## src/rtl/if_id_stage_reg.sv

```systemverilog
// IF/ID pipeline register with hazard stall/flush handling and address-error tagging.
// Optional performance counters are enabled with the IF_ID_PERF_EN macro.
module if_id_stage_reg #(
    parameter logic [31:0] NOP_WORD = 32'h0000_0000,
    parameter logic [31:0] RESET_PC = 32'h0000_0000,
    parameter int          CNT_W    = 32
) (
    input  logic             clk,
    input  logic             reset,
    input  logic             stall,
    input  logic             flush,
    input  logic [31:0]      pc_if,
    input  logic [31:0]      instr_if,
    output logic [31:0]      pc_id,
    output logic [31:0]      pc_plus4_id,
    output logic [31:0]      instr_id,
    output logic             valid_id,
    output logic             adel_id,
    output logic [CNT_W-1:0] stall_cnt,
    output logic [CNT_W-1:0] flush_cnt,
    output logic [CNT_W-1:0] retire_cnt
);

    typedef enum logic {
        BUBBLE = 1'b0,
        RUN    = 1'b1
    } state_t;

    state_t      state_reg;
    logic [31:0] pc_reg;
    logic [31:0] pc_plus4_reg;
    logic [31:0] instr_reg;
    logic        adel_reg;
    logic        misaligned;
    logic        load_en;

    assign misaligned = (pc_if[1:0] != 2'b00);
    assign load_en    = !flush && !stall;

    // Priority reset > flush > stall > load; a stall simply leaves every flop untouched.
    always_ff @(posedge clk) begin
        if (reset) begin
            state_reg    <= BUBBLE;
            pc_reg       <= RESET_PC;
            pc_plus4_reg <= RESET_PC + 32'd4;
            instr_reg    <= NOP_WORD;
            adel_reg     <= 1'b0;
        end else if (flush) begin
            state_reg    <= BUBBLE;
            pc_reg       <= pc_if;
            pc_plus4_reg <= pc_if + 32'd4;
            instr_reg    <= NOP_WORD;
            adel_reg     <= 1'b0;
        end else if (!stall) begin
            state_reg    <= RUN;
            pc_reg       <= pc_if;
            pc_plus4_reg <= pc_if + 32'd4;
            // A faulting fetch keeps its PC for the exception handler but carries no instruction.
            instr_reg    <= misaligned ? NOP_WORD : instr_if;
            adel_reg     <= misaligned;
        end
    end

    assign pc_id       = pc_reg;
    assign pc_plus4_id = pc_plus4_reg;
    assign instr_id    = instr_reg;
    assign valid_id    = (state_reg == RUN);
    assign adel_id     = adel_reg;

`ifdef IF_ID_PERF_EN
    logic [2:0]       cnt_inc;
    logic [CNT_W-1:0] cnt_reg [3];

    assign cnt_inc[0] = stall;
    assign cnt_inc[1] = flush;
    assign cnt_inc[2] = load_en;

    genvar gi;
    generate
        for (gi = 0; gi < 3; gi = gi + 1) begin : g_cnt
            always_ff @(posedge clk) begin
                if (reset) begin
                    cnt_reg[gi] <= '0;
                end else if (cnt_inc[gi]) begin
                    cnt_reg[gi] <= cnt_reg[gi] + 1'b1;
                end
            end
        end
    endgenerate

    assign stall_cnt  = cnt_reg[0];
    assign flush_cnt  = cnt_reg[1];
    assign retire_cnt = cnt_reg[2];
`else
    logic unused_load_en;
    assign unused_load_en = load_en;
    assign stall_cnt  = '0;
    assign flush_cnt  = '0;
    assign retire_cnt = '0;
`endif

endmodule

```

## config.mk

```make
export PLATFORM = sky130hd
export DESIGN_NAME = if_id_stage_reg
export DESIGN_NICKNAME = d
export VERILOG_FILES = /design/src/rtl/if_id_stage_reg.sv
export SDC_FILE = /design/constraint.sdc
export NUM_CORES = 1
export LEC_CHECK = 0
export CORE_MARGIN = 2
export CORE_UTILIZATION = 39
export DETAILED_ROUTE_END_ITERATION = 10
export HOLD_SLACK_MARGIN = 0.06
export PLACE_DENSITY = 0.94
export SYNTH_ARGS = -nofsm -noshare
export SYNTH_HDL_FRONTEND = slang
export SYNTH_SLANG_ARGS = --single-unit
```

## constraint.sdc

```tcl
create_clock -name clk -period 2.45 [get_ports clk]
set_clock_uncertainty 0.2 [all_clocks]
set_input_delay 0.49 -clock clk [delete_from_list [all_inputs] [get_ports clk]]
set_output_delay 0.49 -clock clk [all_outputs]
set_load 0.005 [all_outputs]
```

# Yosys cells after proc, flatten, opt, wreduce, memory -nomap -nowiden
# Cells that the tools add are included.
# classes
n_mux	5
n_addsub	1
n_eq_ne	1
reduce_logical	2
# ops
operator	count
32-bit 2-to-1 mux	5
32-bit by 3-bit adder with 32-bit output, second input constant	1
2-bit by 1-bit != test with 1-bit output, second input constant	1
2-bit nonzero test	1
2-bit OR reduction	1
# totals
inputBits	68
regBits	98
elab_cells	14
output_inout_bits	194

# Longest topological paths before layout
# logic_depth
word_depth	3
ltp_mapped	7
depth_no_buf	6

# Worst setup path after synthesis
# Ideal clock, no wire load.
# synth_timing
kind	input port to flip-flop
startpoint	in stall
endpoint	reg pc_plus4_reg[21], in the netlist pc_plus4_id[21]
n_path_buf	4
setup_slack_ns	0.450
setup_ns	0.137
required_time_ns	2.113
t_arrival_ns	1.663
path_stages	6
cell_sequence	clkbuf_1 > nand2b_1 > clkbuf_1 > clkbuf_1 > clkbuf_1 > a211oi_1
# synth_between
elab_chain_cells	1
# synth_rtl
element	line_no	rtl
start, declared	10	input logic stall,
2-bit by 1-bit != test with 1-bit output (no line)	n/a	
end signal, assigned	45	pc_plus4_reg <= RESET_PC + 32'd4;
end signal, assigned	51	pc_plus4_reg <= pc_if + 32'd4;
end signal, assigned	57	pc_plus4_reg <= pc_if + 32'd4;
end, declared	31	logic [31:0] pc_plus4_reg;
# Every way passes these cells.
# A chain may end at the register's enable or synchronous reset.

# Worst setup path after layout
# layout_timing
startpoint	in pc_if[3]
endpoint	reg pc_plus4_reg[26], in the netlist pc_plus4_id[26]
# layout_between
elab_chain_cells	3
# layout_rtl
element	line_no	rtl
start, declared	12	input logic [31:0] pc_if,
32-bit by 3-bit adder with 32-bit output *	51, 57	
32-bit 2-to-1 mux	54	end else if (!stall) begin
32-bit 2-to-1 mux *	48	end else if (flush) begin
# Mark *: on every way between the ends. The rest lies on a longest branch, timed or not. The select of a mux whose other input is x is not followed.

==> summary.md <==
| Metric | Value |
|---|---|
| Finished Core Util | 57.7% |
| Die footprint | about 13000 µm² |
| Combinational share of power | 16.5% |
| Die height | 113 µm |
| Endpoints failing setup | 0 |
| DR WL/cell | roughly 14 µm |
| First-pass GRT wire length | 19600 µm |
| Io pins | 262 |
| Initial drt markers | between 300 and 400 |
| Fmax | about 0.45 GHz |
| Clock share of power | between 30% and 40% |
| Sw Ratio | roughly a quarter |
| Switching power | 0.000903 W |
| Worst Reg-to-Reg Cells | 2 |
| Xor-xnor portion of the synthesized cell area | 4.95% |
| Synth area leaders | dfxtp_1 42%, buf_4 16%, nand2_1 6.0% |
| Cell chain of the critical path | clkdlybuf4s50_1, ha_1, and3_1, nand3_4, nor4_2, xnor2_1, a211oi_1 |
| EDFF count, synth | 0 |
| Pleak | 2.64 nW |
| Antenna cells | 0 |
| Crit Path Class | input port to flip-flop |
| Pin count of the biggest net entering global routing | 63 |
| Unique masters post-synth | 36 |
| Post-synth ARST share | 0% |
| Arrival @ worst endpoint | 2.28 ns |
| Crit-path max FO | 9 |
| Setup TNS | 0 ns |
| Setup crit end kind | flip-flop |
| TritonCTS Buffers | 9 |
| Die width | 113 µm |
| Initial Util | 40.1% |
| Seq pwr share | between 40% and 50% |
| CTS Hold Bufs | 0 |
| Hold crit path type | flip-flop to flip-flop |
| Sequential element share of the synthesized area | 41.8% |
| Power Internal | 0.00279 W |
| Crit-path max cell delay | about 0.54 ns |
| Detail Placement HPWL | 9430 µm |
| Startpoint types | input port |
| Slew Viols, Final | 0 |
| Mapped cell area | 4600 µm² |
| Peak supply drop | 589 µV |
| CP delay by family, top | simple AND/OR/NAND/NOR gates |
| Worst-margin pin slew | 0.676 ns |
| Clock H-tree levels | 3 |
| Initial antenna violation count | 0 |
| CP Depth | 7 |
| Top-count cell post-synth | buf_4 |
| Row cnt | 39 |
| Pwr dens | 559 nW/µm² |
| Post-route ant nets | 0 |
| Area delta synth->final | 43.9% |
| Core Footprint | roughly 11000 µm² |
| Synth Area in Compound Gates | 14.0% |
| #FFs+latches synth | 96 |
| CTS tree | yes |
| MaxCap Viol Count | 0 |
| First drt pass iteration count | 4 |
| Final worst slack | 0.222 ns |
| Number of global-route vias before repair | 3979 |
| Layout Nets | between 700 and 800 |
| Hold Fails Final Rpt | 0 |
| Avg Synthesized Cell Area | 8.52 µm² |
| Tcrit/Tclk final | 90.9% |
| Ys Warns | 0 |
| Largest family of logic cells by synthesized area | buffers and inverters |
| Synth Area in Simple Gates | 19.1% |
| RePlAce Congestion | 0.853 |
| Synth Area in Adders | 0.272% |
| Hold path cells | 2 |
| GR Overflow Total | 0 |
| Slew headroom | 54.9% |
| Reg clk slew, reported paths | roughly 0.07 ns |
| Status | finished, final reports clean |
| Worst skew pair latency | around 0.34 ns |
| GRT Total Usage | 19.3% |
| Via density per instance | around 4.6 |
| Mux cell area share after synthesis | 0.218% |
| DRC | 0 |
| Critical-path top delay cell | clkdlybuf4s50_1 |
| Routed wire length | between 10000 and 15000 µm |
| Leading area contributor after synthesis | dfxtp_1 |
| Final worst path period need | ~2.2 ns |
| Buf/Inv on CP | 1 |
| Maximum clock path buffer count | 2 |
| Buffers on Ports | 165 |
| TritonCTS Sinks | 96 |
| Syn Inst Count | 540 |
| Yosys top cell area share | roughly two fifths |
| Postcts setup bufs | 0 |
| Share of layout cells above drive strength 1 | 11.7% |
| Hold Slack | 0.251 ns |
| Req. time, crit path | 2.50 ns |
| Most frequent cells after synthesis | 98 x buf_4, 96 x dfxtp_1, 73 x nand2_1, 60 x nor2_1, 35 x a21oi_1 |
| Top_reg_cell synth | dfxtp_1 |
| Vias | 4052 |
| Root buffer cell | clkbuf_16 |
| Pre-CTS setup slack | -0.152 ns |
| Fillers | 960 |
| Resized Gates After CTS | 0 |
| RSZ-0062 raised after global routing | false |
-- final timing paths --
| path | endpoint | from | slack (ns) |
|---|---|---|---|
| worst max-delay path | pc_plus4_id[26] | pc_if[3] | 0.22 |
| worst min-delay path | pc_id[19] | pc_id[19] | 0.25 |
| worst max register to register | pc_plus4_id[11] | pc_plus4_id[11] | 1.51 |
| worst min register to register | pc_id[19] | pc_id[19] | 0.25 |
-- through the flow --
stage	instance area (µm²)	total power, W	std cells
global placement	6320	0.00231	861
floorplan	4950	0.00204	635
finish	6620	0.00370	877
detailed placement	6320	0.00232	861
global route	6620	0.00387	877
CTS	6620	0.00375	877
-- worst min-delay path: stages (launching register included) --
cell and delay [ns]:
dfxtp_1 0.31, nand2_1 0.05, a21oi_1 0.05
-- cell families after synthesis --
kind of cell,Yosys count
flops,96
buf+inv,138
compound gates,98
simple gates,179
xor+xnor,26
fa+ha+maj,1
mux,1
other cells,1
-- per-layer routing --
metal	vias up	GRT usage, %	wire (µm)
met1	1881	21.8	4860
met3	15	7.07	944
met5	-	0	0
li1	1999	-	-
met2	157	33.3	6370
met4	0	7.32	184
-- cell type report --
class                           count  area, µm²  area share [%]
Clock buffer                       11        243            3.67
Clock inverter                      5       56.3           0.851
Inverter                            5       18.8           0.284
Multi-Input combinational cell    401       2150            32.4
Sequential cell                    96       1920            29.0
Tap cell                          143        179            2.70
Timing Repair Buffer              216       2050            31.0
-- registers in the layout, summed over array words and instances (netlist names) --
signal	flops
instr_id	32
adel_id	1
pc_plus4_id	30
pc_id	32
valid_id	1
-- placed cells by master (no fill, tap or decap), types with 3 or more instances in the layout --
cell type        netlist  routed
buf_4                 98      49
a211oi_1              27      27
nand3_1                5       5
inv_1                  5       5
nand2_1               73      73
nor2_1                60      60
a21oi_1               35      35
clkdlybuf4s50_1        0     164
dfxtp_1               96      96
xnor2_1               17      17
and3_1                 3       3
clkbuf_16              0       9
o21ai_0                3       3
conb_1                 1      96
xor2_1                 9       9
nor4_2                 7       7
and4_1                 3       3
a22oi_1               32      32
nand4_1                6       6
nor3_1                 7       6
-- power groups by stage --
stage	clock [W]	sequential, W	combinational [W]
2_1_floorplan	0	0.00172	0.000326
3_3_place_gp	0	0.00171	0.000598
3_5_place_dp	0	0.00172	0.000608
4_1_cts	0.00145	0.00168	0.000612
5_1_grt	0.00152	0.00169	0.000669
6_report	0.00141	0.00168	0.000610
Note: power is estimated with default switching activity, not from simulation.
